### src/rtl/uart_rx_os_if.sv
// Consumer-side bundle of uart_rx_os: received word, error flags and the
// valid/ready handshake. The receiver drives it through the master modport.
interface uart_rx_os_if #(
  parameter int DATA_W = 7
);
  logic              rx_valid;
  logic              rx_ready;
  logic [DATA_W-1:0] rx_data;
  logic              parity_err;
  logic              frame_err;
  logic              overrun;

  modport master (
    output rx_valid, rx_data, parity_err, frame_err, overrun,
    input  rx_ready
  );

  modport slave (
    input  rx_valid, rx_data, parity_err, frame_err, overrun,
    output rx_ready
  );
endinterface

### src/rtl/uart_rx_os.sv
// Oversampling serial receiver: synchronised line, mid-bit sampling, optional
// parity, 1/2 stop bits, error flags and a valid/ready output with overrun.
module uart_rx_os #(
  parameter int START_SIG    = 0,
  parameter int DATA_W       = 7,
  parameter int CLKS_PER_BIT = 16,
  parameter int PARITY_EN    = 1,
  parameter int PARITY_ODD   = 0,
  parameter int STOP_BITS    = 1
) (
  input  logic         rstN,
  input  logic         clk,
  input  logic         s_in,
  uart_rx_os_if.master rx,
  output logic         busy
);
  localparam int CNT_W = $clog2(CLKS_PER_BIT);
  localparam int BIT_W = $clog2(DATA_W);
  localparam logic START_LVL = 1'(START_SIG);
  localparam logic IDLE_LVL  = ~START_LVL;
  localparam logic ODD       = 1'(PARITY_ODD);
  localparam logic PAR_ON    = (PARITY_EN != 0);
  localparam logic TWO_STOP  = (STOP_BITS == 2);
  localparam logic [CNT_W-1:0] HALF_LAST = CNT_W'(CLKS_PER_BIT / 2 - 1);
  localparam logic [CNT_W-1:0] CNT_LAST  = CNT_W'(CLKS_PER_BIT - 1);
  localparam logic [BIT_W-1:0] DATA_LAST = BIT_W'(DATA_W - 1);

  typedef enum logic [2:0] {IDLE, START, PARITY, DATA, STOP} state_t;

  state_t            state;
  state_t            state_next;
  logic              sync1;
  logic              sync2;
  logic              s_prev;
  logic [CNT_W-1:0]  cnt;
  logic [BIT_W-1:0]  bit_idx;
  logic              stop_idx;
  logic [DATA_W-1:0] shift;
  logic              p;
  logic              fe_acc;
  logic              commit;
  logic              start_edge;
  logic              tick;
  logic              cnt_clr;
  logic              take_parity;
  logic              take_data;
  logic              take_stop;
  logic              last_stop;

  assign start_edge = (sync2 == START_LVL) && (s_prev == IDLE_LVL);
  assign tick       = (cnt == CNT_LAST);
  assign busy       = (state != IDLE);

  always_ff @(posedge clk or negedge rstN) begin
    if (!rstN) state <= IDLE;
    else       state <= state_next;
  end

  always_comb begin
    state_next  = state;
    cnt_clr     = 1'b0;
    take_parity = 1'b0;
    take_data   = 1'b0;
    take_stop   = 1'b0;
    last_stop   = 1'b0;
    case (state)
      IDLE: begin
        if (start_edge) begin
          cnt_clr    = 1'b1;
          state_next = START;
        end
      end
      // A start bit gone by mid-bit is a glitch, not a frame.
      START: begin
        if (cnt == HALF_LAST) begin
          cnt_clr = 1'b1;
          if (sync2 != START_LVL) state_next = IDLE;
          else if (PAR_ON)        state_next = PARITY;
          else                    state_next = DATA;
        end
      end
      PARITY: begin
        if (tick) begin
          cnt_clr     = 1'b1;
          take_parity = 1'b1;
          state_next  = DATA;
        end
      end
      DATA: begin
        if (tick) begin
          cnt_clr   = 1'b1;
          take_data = 1'b1;
          if (bit_idx == DATA_LAST) state_next = STOP;
        end
      end
      STOP: begin
        if (tick) begin
          cnt_clr   = 1'b1;
          take_stop = 1'b1;
          if (!TWO_STOP || stop_idx) begin
            last_stop  = 1'b1;
            state_next = IDLE;
          end
        end
      end
      default: state_next = IDLE;
    endcase
  end

  always_ff @(posedge clk or negedge rstN) begin
    if (!rstN) begin
      sync1    <= IDLE_LVL;
      sync2    <= IDLE_LVL;
      s_prev   <= IDLE_LVL;
      cnt      <= '0;
      bit_idx  <= '0;
      stop_idx <= 1'b0;
      shift    <= '0;
      p        <= 1'b0;
      fe_acc   <= 1'b0;
      commit   <= 1'b0;
    end else begin
      sync1  <= s_in;
      sync2  <= sync1;
      s_prev <= sync2;
      cnt    <= (cnt_clr || state == IDLE) ? '0 : cnt + 1'b1;
      commit <= last_stop;
      // The commit cycle may also see the next start edge; fe_acc is read before it clears.
      if (state == IDLE && start_edge) begin
        bit_idx  <= '0;
        stop_idx <= 1'b0;
        fe_acc   <= 1'b0;
      end
      if (take_parity) p <= sync2;
      if (take_data) begin
        shift   <= {sync2, shift[DATA_W-1:1]};
        bit_idx <= (bit_idx == DATA_LAST) ? '0 : bit_idx + 1'b1;
      end
      if (take_stop) begin
        stop_idx <= ~stop_idx;
        if (sync2 == START_LVL) fe_acc <= 1'b1;
      end
    end
  end

  always_ff @(posedge clk or negedge rstN) begin
    if (!rstN) begin
      rx.rx_valid   <= 1'b0;
      rx.rx_data    <= '0;
      rx.parity_err <= 1'b0;
      rx.frame_err  <= 1'b0;
      rx.overrun    <= 1'b0;
    end else if (commit) begin
      rx.rx_data    <= shift;
      rx.parity_err <= PAR_ON & ((^shift ^ p) != ODD);
      rx.frame_err  <= fe_acc;
      rx.rx_valid   <= 1'b1;
      if (rx.rx_valid && !rx.rx_ready) rx.overrun <= 1'b1;
    end else if (rx.rx_valid && rx.rx_ready) begin
      rx.rx_valid <= 1'b0;
    end
  end
endmodule
### src/flat_wrapper.sv
// flat-port wrapper written by rule: the top's interface ports become plain ports
module uart_rx_os_flat 
#(
  parameter int START_SIG    = 0,
  parameter int DATA_W       = 7,
  parameter int CLKS_PER_BIT = 16,
  parameter int PARITY_EN    = 1,
  parameter int PARITY_ODD   = 0,
  parameter int STOP_BITS    = 1
)
  (rstN, clk, s_in, busy, rx_rx_valid, rx_rx_data, rx_parity_err, rx_frame_err, rx_overrun, rx_rx_ready);
  uart_rx_os_if #(.DATA_W(DATA_W)) rx_i ();
  input  logic rstN;
  input  logic clk;
  input  logic s_in;
  output logic busy;
  output wire logic [$bits(rx_i.rx_valid)-1:0] rx_rx_valid;
  output wire logic [$bits(rx_i.rx_data)-1:0] rx_rx_data;
  output wire logic [$bits(rx_i.parity_err)-1:0] rx_parity_err;
  output wire logic [$bits(rx_i.frame_err)-1:0] rx_frame_err;
  output wire logic [$bits(rx_i.overrun)-1:0] rx_overrun;
  input wire logic [$bits(rx_i.rx_ready)-1:0] rx_rx_ready;
  assign rx_rx_valid = rx_i.rx_valid;
  assign rx_rx_data = rx_i.rx_data;
  assign rx_parity_err = rx_i.parity_err;
  assign rx_frame_err = rx_i.frame_err;
  assign rx_overrun = rx_i.overrun;
  assign rx_i.rx_ready = rx_rx_ready;
  uart_rx_os #(.START_SIG(START_SIG), .DATA_W(DATA_W), .CLKS_PER_BIT(CLKS_PER_BIT), .PARITY_EN(PARITY_EN), .PARITY_ODD(PARITY_ODD), .STOP_BITS(STOP_BITS)) u_core (.rstN(rstN), .clk(clk), .s_in(s_in), .rx(rx_i), .busy(busy));
endmodule
### config.mk
export PLATFORM = sky130hd
export DESIGN_NAME = uart_rx_os_flat
export DESIGN_NICKNAME = d
export VERILOG_FILES = /design/src/rtl/uart_rx_os_if.sv /design/src/rtl/uart_rx_os.sv /design/src/flat_wrapper.sv
export SDC_FILE = /design/constraint.sdc
export NUM_CORES = 1
export LEC_CHECK = 0
export BUFFER_PORTS_ARGS = -buffer_cell sky130_fd_sc_hd__buf_2
export CAP_MARGIN = 20
export CORE_ASPECT_RATIO = 0.5
export CORE_MARGIN = 3
export CORE_UTILIZATION = 30
export CTS_CLUSTER_DIAMETER = 80
export DETAILED_ROUTE_END_ITERATION = 7
export PLACE_DENSITY_LB_ADDON = 0.12
export SLEW_MARGIN = 20
export SYNTH_ARGS = -nofsm -noshare
export SYNTH_HDL_FRONTEND = slang
export SYNTH_SLANG_ARGS = --single-unit
### constraint.sdc
create_clock -name clk -period 2.1 [get_ports clk]
set_input_delay 0.315 -clock clk [delete_from_list [all_inputs] [get_ports clk]]
set_output_delay 0.315 -clock clk [all_outputs]
set_load 0.02 [all_outputs]
Word-level counts from Yosys, hierarchy flattened
Cells that the tools add are included.
{ "totals": {"regBits": 34, "latch_bits": 0, "mem_bits_rw": 0, "mem_bits_ro": 0, "in_bits": 4, "out_inout_bits": 12, "word_cells": 70, "memories": 0} }
{ "op_classes": {"addsub": 2, "n_mul": 0, "n_div": 0, "n_lt_le_gt_ge": 0, "eq_ne": 13, "shifts": 0, "mux": 24, "bitwise": 2, "reduce_logical": 14} }
{ "ops": {"columns": ["operator", "n"], "rows": [
  ["3-bit 2-to-1 mux", 9],
  ["3-bit case mux with 5 select lines", 1],
  ["2-bit by 1-bit != test with 1-bit output (second input constant)", 6],
  ["1-bit 2-to-1 mux", 11],
  ["7-bit parity", 1],
  ["3-bit by 2-bit == test with 1-bit output (second input constant)", 2],
  ["3-bit == test (second input constant)", 2],
  ["6-bit AND reduction", 1],
  ["4-bit by 1-bit adder with 4-bit output (second input constant)", 1],
  ["4-bit by 3-bit == test with 1-bit output (second input constant)", 1],
  ["4-bit == test (second input constant)", 1],
  ["1-bit logical AND", 4],
  ["4-bit 2-to-1 mux", 1],
  ["2-bit nonzero test", 2],
  ["3-bit by 1-bit adder with 3-bit output (second input constant)", 1],
  ["3-bit by 1-bit == test with 1-bit output (second input constant)", 1],
  ["3-bit zero test", 1],
  ["1-bit case mux with 3 select lines", 1],
  ["3-bit nonzero test", 1],
  ["3-bit OR reduction", 1],
  ["2-bit 2-to-1 mux", 1],
  ["2-bit AND reduction", 1],
  ["1-bit zero test", 1],
  ["1-bit logical OR", 1],
  ["2 further kinds", 2]
]} }

Longest topological paths before layout
Gate-level depths: netlist of the first run.
{ "depth": {"depth_word": 6, "ltp_mapped": 6, "mapped_depth_nobuf": 5} }

Worst setup path before layout of the first run
Ideal clock, no wire load.
{ "synth_timing": {"kind": "register to register", "startpoint": "register u_core.cnt[0]", "endpoint": "register u_core.bit_idx[1]", "setup_time_ns": 0.073, "arrival_ns": 1.634, "t_required_ns": 2.027, "slack_ns": 0.393, "path_stages_with_launch": 7, "path_buffers": 1, "path_cell_list": "dfrtp_1 -> ha_1 -> nand3_4 -> or3_1 -> buf_6 -> o311a_1 -> a21oi_2"} }
{ "synth_between": {"elab_chain_cells": 4, "elab_cells_between_ends": 5, "classes_between": "1 x eq/ne; 3 x mux; 1 x reduce/logical"} }
{ "synth_lines": {"columns": ["element", "line", "rtl"], "rows": [
  ["start, declared", "uart_rx_os.sv:35", "logic [CNT_W-1:0] cnt;"],
  ["start signal, assigned", "uart_rx_os.sv:126", "cnt <= (cnt_clr || state == IDLE) ? '0 : cnt + 1'b1;"],
  ["4-bit == test (*)", "uart_rx_os.sv:51", "assign tick = (cnt == CNT_LAST);"],
  ["1-bit 2-to-1 mux (*)", null, null],
  ["1-bit 2-to-1 mux (*)", "uart_rx_os.sv:66", "case (state)"],
  ["3-bit 2-to-1 mux or 2-bit nonzero test (tied branches)", null, null],
  ["end signal, assigned", "uart_rx_os.sv:137", "bit_idx <= (bit_idx == DATA_LAST) ? '0 : bit_idx + 1'b1;"],
  ["end, declared", "uart_rx_os.sv:36", "logic [BIT_W-1:0] bit_idx;"]
]} }
Mark *: on every way between the ends. The rest lies on a longest branch, timed or not.
A chain may end at the register's enable or synchronous reset.

Worst setup path in the final report of the first run
Ends and elaborated chain as after synthesis.

==> results of run 1 <==
flip-flops by register name (all words and copies together), names as in the netlist, 3 cells and up:
register           flops
u_core.rx.rx_data      7
u_core.bit_idx         3
u_core.state           3
u_core.cnt             4
u_core.shift           7
worst reg2reg max path: stages (launching register included):
cell and delay [ns]:
dfrtp_1 0.37, ha_1 0.31, nand3_4 0.16, or3_1 0.53
o311a_1 0.35, a21oi_2 0.09
kinds of logic after synthesis:
| group | count (synthesis) | synth area share [%] |
|---|---|---|
| AND/OR/NAND/NOR | 54 | 18.3 |
| flip-flops | 34 | 56.9 |
| adder cells (fa/ha/maj) | 1 | 0.833 |
| buffers and inverters | 9 | 2.83 |
| AO/OA/AOI/OAI | 18 | 8.58 |
| XOR/XNOR | 10 | 5.83 |
| multiplexers | 9 | 6.74 |
area by class of cell:
cell class / instances / area share [%]
flip-flops and latches: 34 / 48.3
multi-input cells: 92 / 34.3
repair buffers: 18 / 5.52
clock buffers: 6 / 4.67
well taps: 66 / 4.67
clock inverters: 1 / 1.70
inverters: 4 / 0.849
metal layers:
metal,GRT usage (%),up-vias,part of all wire (%)
met5,0,-,0
met4,4.98,0,2.1
li1,-,508,-
met3,4.17,8,4.4
met2,14.1,14,40
met1,14.4,488,53
power by group:
group	internal, uW	switching [uW]	total [uW]	leakage (uW)
registers	692	48.6	740	0.000461
logic	77.7	123	201	0.000334
clock network	379	233	612	0.0000573
total	1150	404	1550	0.000852
worst paths after layout:
kind                                        endpoint
max in group asynchronous              u_core.cnt[1]
min in group clk                        u_core.sync1
worst max register to register     u_core.bit_idx[1]
worst min-delay path            u_core.rx.rx_data[0]
worst max-delay path               u_core.bit_idx[1]
worst min register to register          u_core.sync2
per-stage QoR:
step | total power, uW | instance area [um2] | util, % | setup WS [ns] | hold slack [ns]
6_report | 1550 | 1770 | 38.3 | 0.206 | 0.0892
5_1_grt | 1630 | 1770 | 38.3 | 0.0918 | 0.115
4_1_cts | 1580 | 1770 | 38.3 | 0.220 | 0.115
3_5_place_dp | 957 | 1660 | 35.9 | 0.228 | 0.348
3_3_place_gp | 956 | 1660 | 35.9 | 0.297 | 0.347
2_1_floorplan | 900 | 1500 | - | 0.393 | 0.0194
cell usage in the layout, fill, tap and decap left out, types with 2 or more instances in the layout:
cell type / Yosys / layout
nor4_1: 7 / 7
inv_1: 3 / 3
xor2_1: 2 / 2
dfstp_2: 3 / 3
buf_4: 0 / 3
nand3_1: 2 / 2
or3_1: 2 / 2
buf_2: 1 / 15
nand2b_1: 3 / 3
mux2_2: 9 / 9
nor2_1: 6 / 6
dfrtp_1: 31 / 31
clkbuf_8: 0 / 6
xnor2_1: 8 / 8
a21oi_1: 2 / 2
o21ai_0: 3 / 3
nand2_1: 26 / 26
nor3_1: 2 / 2
==> impl_metrics.json, run 1 <==
{
  "die_h_um": 56.0,
  "worstSetupPathType": "flop to flop",
  "critical_path_buf_inv_count": 0,
  "place_congestion": 0.762,
  "cts_hold_buf": 0,
  "cp_top_family": "simple AND/OR/NAND/NOR gates",
  "die_w_um": 106,
  "syn_nets": 140,
  "dp.cells": 214,
  "worstPathMaxFanout": 10,
  "clockBufferDepth": 2,
  "num_vias": 1018,
  "synth_cells": 135,
  "cp_cell_sequence": "ha_1, nand3_4, or3_1, o311a_1, a21oi_2",
  "cts_tree": "built",
  "via_per_inst": 4.61,
  "drt_pass1_iterations": 4,
  "drcViolationCount": 0,
  "core_area_um2": 4620,
  "run_status": "completed",
  "diodes": 0,
  "drt_iter0_drc": 49,
  "floorplan.initialDensity_pct": 32.6,
  "htree_levels": 2,
  "syn_area_um2": 1500,
  "max_slew_margin_pct": 50.4,
  "yosysMostFrequentCell": "dfrtp_1",
  "synth.top_cell.area_share_pct": 51.6,
  "ys_types": 40,
  "num_rows": 17,
  "crit_cells": 5,
  "grt_pass1_vias": 1024,
  "grt_overflow": 0,
  "final_nets": 160,
  "hpwl_mm": 1.87,
  "setup_viol": 0,
  "cp-end-kind": "flop",
  "yosysSeqAreaShare_pct": 56.9,
  "tightest_slew_ns": 0.745,
  "period_needed_ns": 1.89,
  "yosysTopAreaCell": "dfrtp_1",
  "multi_input_area_um2": 606,
  "reg2reg_slack_ns": 0.21,
  "clk_pin_slew_ns": 0.07,
  "peakVddDrop_uv": 263,
  "timing.fmax_mhz": 528,
  "synthTopCellsByCount": "31 x dfrtp_1, 26 x nand2_1, 9 x mux2_2",
  "fillCellCount": 474,
  "power_density_nw_per_um2": 879,
  "cp.required_ns": 2.32,
  "die_area_um2": 5950,
  "slew_violations": 0,
  "fin_crit_sh_pct": 90.2,
  "r2r_cells": 5,
  "hold_path.class": "input port to asynchronous set/reset pin",
  "synth-main-ff-cell": "dfrtp_1",
  "avgSynthCellArea_um2": 11.1,
  "ys_warn_count": 0,
  "arrival_ns": 2.11,
  "synthArstFlopShare_pct": 100,
  "startpoint_type": "flop",
  "cts_buffers": 5,
  "ios": 16,
  "maxCapViolations": 0,
  "grt_antenna_before_repair": 0,
  "drtAntennaViolNets": 0,
  "syn_to_final_growth_pct": 17.7,
  "numClockSinks": 34,
  "synth_area_leaders": "dfrtp_1 52%, mux2_2 6.7%, nand2_1 6.5%, dfstp_2 5.2%, xnor2_1 4.7%",
  "rsz0062_at_grt": "no",
  "postCtsSetupBuffers": 0,
  "drt_wl_total_mm": 2.72,
  "grt_start_max_net_pins": 35,
  "grt_pass1_wl_mm": 4.85,
  "drive_gt1_share_pct": 27.7,
  "cpMaxStageDelayCell": "or3_1",
  "cts_resized": 0,
  "timing.rr.start": "u_core.cnt[0]",
  "fin_skew_ns": 0.00453,
  "wl_per_cell_um": 12.3,
  "synth_edf_count": 0,
  "critPathLaunch": "u_core.cnt[0]",
  "regArea_um2": 855,
  "grt_use_total_pct": 10.5,
  "max_stage_delay_ns": 0.53,
  "fin_cells": 221,
  "ys_ff_latch": 34,
  "cts_root_buf": "clkbuf_8",
  "io_buffer_count": 15,
  "tns_ns": 0,
  "hold_violations": 0,
  "p_leak_uw": 0.000852,
  "insertion_delay_ns": 0.29
}
No activity file was read; power rests on OpenSTA's default activity.
==> run 2, diff against run 1 <==
Settings changed: CORE_UTILIZATION 30 to 35, MAX_ROUTING_LAYER set to met4.
==> run 2 against run 1 <==
  * Global-route usage increased by 1.7 points
  * Largest power group unchanged
  * Final area fell by 1.8%
  * Maximum frequency up 1.4%
==> impl_metrics.json, run 2 (synthesized netlist as in run 1, its figures left out) <==
{
  "run_status": "completed",
  "p_leak_uw": 0.000842,
  "fin_skew_ns": 0.00654,
  "arrival_ns": 2.08,
  "tightest_slew_ns": 0.735,
  "power_density_nw_per_um2": 833,
  "clk_pin_slew_ns": 0.07,
  "grt_overflow": 0,
  "cp_cell_sequence": "ha_1, nand3_4, or3_1, o311a_1, a21oi_2",
  "period_needed_ns": 1.87,
  "wl_per_cell_um": 12.5,
  "num_rows": 16,
  "floorplan.initialDensity_pct": 37.5,
  "drive_gt1_share_pct": 28.2,
  "reg_top3": "u_core.rx.rx_data x7, u_core.shift x7, u_core.cnt x4",
  "hpwl_mm": 1.79,
  "cts_tree": "built",
  "drt_wl_total_mm": 2.63,
  "fin_crit_sh_pct": 88.9,
  "htree_levels": 2,
  "peakVddDrop_uv": 275,
  "cp-end-kind": "flop",
  "cp.required_ns": 2.31,
  "rsz0062_at_grt": "no",
  "worstSetupPathType": "flop to flop",
  "final_nets": 160,
  "fillCellCount": 390,
  "hold_path.class": "input port to asynchronous set/reset pin",
  "grt_use_total_pct": 12.2,
  "drcViolationCount": 0,
  "syn_to_final_growth_pct": 15.5,
  "grt_start_max_net_pins": 35,
  "cpMaxStageDelayCell": "or3_1",
  "grt_pass1_wl_mm": 4.70,
  "max_stage_delay_ns": 0.52,
  "fin_cells": 210,
  "layout_common_cells": "31 x dfrtp_1, 26 x nand2_1, 15 x buf_2, 9 x mux2_2, 8 x xnor2_1",
  "worstPathMaxFanout": 10,
  "grt_antenna_before_repair": 0,
  "core_area_um2": 4000,
  "io_buffer_count": 15,
  "diodes": 0,
  "numClockSinks": 34,
  "num_vias": 1021,
  "drtAntennaViolNets": 0,
  "cp_top_family": "simple AND/OR/NAND/NOR gates",
  "die_w_um": 98.7,
  "cts_buffers": 5,
  "via_per_inst": 4.86,
  "dp.cells": 202,
  "final_common_cell": "dfrtp_1",
  "place_congestion": 0.824,
  "timing.fmax_mhz": 535,
  "slew_violations": 0,
  "critical_path_buf_inv_count": 0,
  "startpoint_type": "flop",
  "insertion_delay_ns": 0.28,
  "drt_pass1_iterations": 4,
  "tns_ns": 0,
  "grt_pass1_vias": 966,
  "setup_viol": 0,
  "regArea_um2": 855,
  "cts_root_buf": "clkbuf_8",
  "die_h_um": 52.3,
  "drt_iter0_drc": 38,
  "hold_violations": 0,
  "cts_resized": 0,
  "maxCapViolations": 0,
  "postCtsSetupBuffers": 0,
  "clockBufferDepth": 2,
  "max_slew_margin_pct": 51.0,
  "cts_hold_buf": 0,
  "multi_input_area_um2": 606,
  "die_area_um2": 5160,
  "ios": 16
}
==> run 2: cell types whose count changed in the layout (fill, tap and decap cells not counted) <==
| cell | delta |
|---|---|
| clkinvlp_4 | +1 |
| clkinv_2 | +1 |
| bufinv_16 | -1 |
==> run 2: where the power goes <==
part | internal (uW) | switching, uW | leakage, uW
Combinational | 78.0 | 120 | 0.000334
Clock | 263 | 241 | 0.0000472
Sequential | 692 | 52.0 | 0.000461
==> run 2: final timing paths <==
path	startpoint	end	slack (ns)	cells after the start
worst min-delay path	rstN	u_core.rx.rx_data[1]	0.08	1
min in group clk	s_in	u_core.sync1	0.13	1
worst max register to register	u_core.cnt[0]	u_core.bit_idx[1]	0.23	5
worst min register to register	u_core.sync1	u_core.sync2	0.36	0
worst max-delay path	u_core.cnt[0]	u_core.bit_idx[1]	0.23	5
max in group asynchronous	rstN	u_core.cnt[3]	1.54	1
==> run 2: layout make-up <==
| class | instances | area share (%) |
|---|---|---|
| Inverter | 4 | 0.865 |
| Clock buffer | 6 | 4.76 |
| Multi-Input combinational cell | 92 | 34.9 |
| Timing Repair Buffer | 18 | 5.62 |
| Sequential cell | 34 | 49.2 |
| Tap cell | 54 | 3.89 |
| Clock inverter | 2 | 0.721 |
==> run 2: metal layers <==
| layer | track usage, % | vias to the layer above | wire length, um |
|---|---|---|---|
| li1 | - | 511 | - |
| met2 | 16.8 | 17 | 1140 |
| met1 | 16.0 | 488 | 1330 |
| met3 | 4.91 | 5 | 138 |
| met5 | - | - | 0 |
| met4 | 4.76 | 0 | 25 |
==> run 2: worst reg2reg max path, cell delays in order (launching register included) <==
cell and delay (ns):
dfrtp_1 0.37, ha_1 0.30, nand3_4 0.16, or3_1 0.52, o311a_1 0.35, a21oi_2 0.10
==> run 2: per-stage QoR <==
stage	util [%]	instance area (um2)	power [uW]	hold slack [ns]	setup WS, ns
after floorplan	-	1500	900	0.0194	0.393
after global placement	41.0	1640	954	0.347	0.293
after detailed placement	41.0	1640	956	0.347	0.246
after CTS	43.3	1740	1470	0.118	0.224
after global routing	43.3	1740	1540	0.116	0.116
final	43.3	1740	1450	0.0847	0.232
==> run 3, diff against run 2 <==
Settings changed: REMOVE_ABC_BUFFERS set to 1.
==> run 3 against run 2 <==
  * Combinational power about the same
  * Global-route usage decreased by 0.095 points
  * Sequential share of layout area decreased by 1.3 points
  * Highest routed layer unchanged
==> impl_metrics.json, run 3 (synthesized netlist as in run 1, its figures left out) <==
{
  "maxCapViolations": 0,
  "fillCellCount": 397,
  "p_leak_uw": 0.000866,
  "r2r_end": "u_core.bit_idx[1]",
  "rsz0062_at_grt": "no",
  "wl_per_cell_um": 12.7,
  "timing.rr.start": "u_core.cnt[0]",
  "grt_pass1_wl_mm": 4.59,
  "timing.fmax_mhz": 542,
  "cts_buffers": 5,
  "drt_iter0_drc": 26,
  "drcViolationCount": 0,
  "grt_overflow": 0,
  "clk_pin_slew_ns": 0.07,
  "r2r_cells": 5,
  "drt_wl_total_mm": 2.67,
  "cp-end-kind": "flop",
  "tightest_slew_ns": 0.741,
  "fin_skew_ns": 0.00412,
  "diodes": 0,
  "grt_start_max_net_pins": 35,
  "worstPathMaxFanout": 10,
  "reg_top3": "u_core.rx.rx_data x7, u_core.shift x7, u_core.cnt x4",
  "cts_tree": "built",
  "max_slew_margin_pct": 50.6,
  "arrival_ns": 2.06,
  "setup_viol": 0,
  "tns_ns": 0,
  "die_area_um2": 5160,
  "final_nets": 160,
  "final_common_cell": "dfrtp_1",
  "worstSetupPathType": "flop to flop",
  "num_rows": 16,
  "ios": 16,
  "critPathLaunch": "u_core.cnt[0]",
  "drive_gt1_share_pct": 28.2,
  "power_density_nw_per_um2": 946,
  "io_buffer_count": 15,
  "cts_hold_buf": 0,
  "htree_levels": 2,
  "run_status": "completed",
  "grt_pass1_vias": 914,
  "peakVddDrop_uv": 295,
  "hold_path.class": "input port to asynchronous set/reset pin",
  "dp.cells": 202,
  "fin_cells": 210,
  "num_vias": 1040,
  "core_area_um2": 4000,
  "period_needed_ns": 1.84,
  "grt_antenna_before_repair": 0,
  "numClockSinks": 34,
  "place_congestion": 0.850,
  "drt_pass1_iterations": 4,
  "slew_violations": 0,
  "layout_common_cells": "31 x dfrtp_1, 26 x nand2_1, 15 x buf_2, 9 x mux2_2, 8 x xnor2_1",
  "cts_root_buf": "clkbuf_8",
  "syn_to_final_growth_pct": 18.7,
  "via_per_inst": 4.95,
  "clockBufferDepth": 2,
  "fin_crit_sh_pct": 87.8,
  "power_uw": 1690,
  "grt_use_total_pct": 12.1,
  "cts_resized": 0,
  "hpwl_mm": 1.79,
  "startpoint_type": "flop",
  "postCtsSetupBuffers": 0,
  "insertion_delay_ns": 0.28,
  "hold_violations": 0,
  "floorplan.initialDensity_pct": 37.5,
  "die_w_um": 98.7,
  "drtAntennaViolNets": 0,
  "cp.required_ns": 2.32,
  "crit_end": "u_core.bit_idx[1]",
  "reg2reg_slack_ns": 0.26,
  "die_h_um": 52.3
}
## run 3: per-stage QoR
stage | hold slack [ns] | setup WS [ns] | util [%] | area [um2]
final | 0.0880 | 0.256 | 44.5 | 1780
after global routing | 0.115 | 0.117 | 44.5 | 1780
after CTS | 0.117 | 0.231 | 44.5 | 1780
after detailed placement | 0.348 | 0.241 | 41.0 | 1640
after global placement | 0.346 | 0.304 | 41.0 | 1640
after floorplan | 0.0194 | 0.402 | - | 1480
## run 3: layout make-up
class	count	area, um2	area share (%)
clock buffers	6	82.6	4.63
clock inverters	2	60.1	3.37
inverters	4	15.0	0.842
multi-input cells	92	606	34.0
flip-flops and latches	34	855	47.9
well taps	54	67.6	3.79
repair buffers	18	97.6	5.47
## run 3: report_power, final
| group | internal, uW | leakage (uW) | switching [uW] | total (uW) |
|---|---|---|---|---|
| logic | 77.6 | 0.000334 | 123 | 201 |
| registers | 692 | 0.000461 | 50.1 | 742 |
| clock network | 506 | 0.0000714 | 238 | 745 |
| total | 1280 | 0.000866 | 412 | 1690 |
## run 3: worst min-delay path by stage
stage	startpoint	slack (ns)	endpoint	cells after the start
finish	rstN	0.09	u_core.rx.rx_data[1]	1
global route	s_in	0.12	u_core.sync1	1
CTS	rstN	0.12	u_core.rx.rx_data[1]	1
detailed placement	u_core.sync1	0.35	u_core.sync2	0
global placement	u_core.sync1	0.35	u_core.sync2	0
floorplan	rstN	0.02	u_core.bit_idx[0]	0
## run 3: layer usage
metal  vias up  GRT usage [%]  part of all wire [%]
li1        517              -                     -
met1       504           16.2                    52
met2        14           15.8                    42
met3         5           5.05                   4.9
met4         0           5.44                   1.3
met5         -              -                     0
## run 3: critical path, cell delays in order, from the launching register on
cell,delay (ns)
dfrtp_1,0.37
ha_1,0.29
nand3_4,0.16
or3_1,0.52
o311a_1,0.35
a21oi_2,0.10
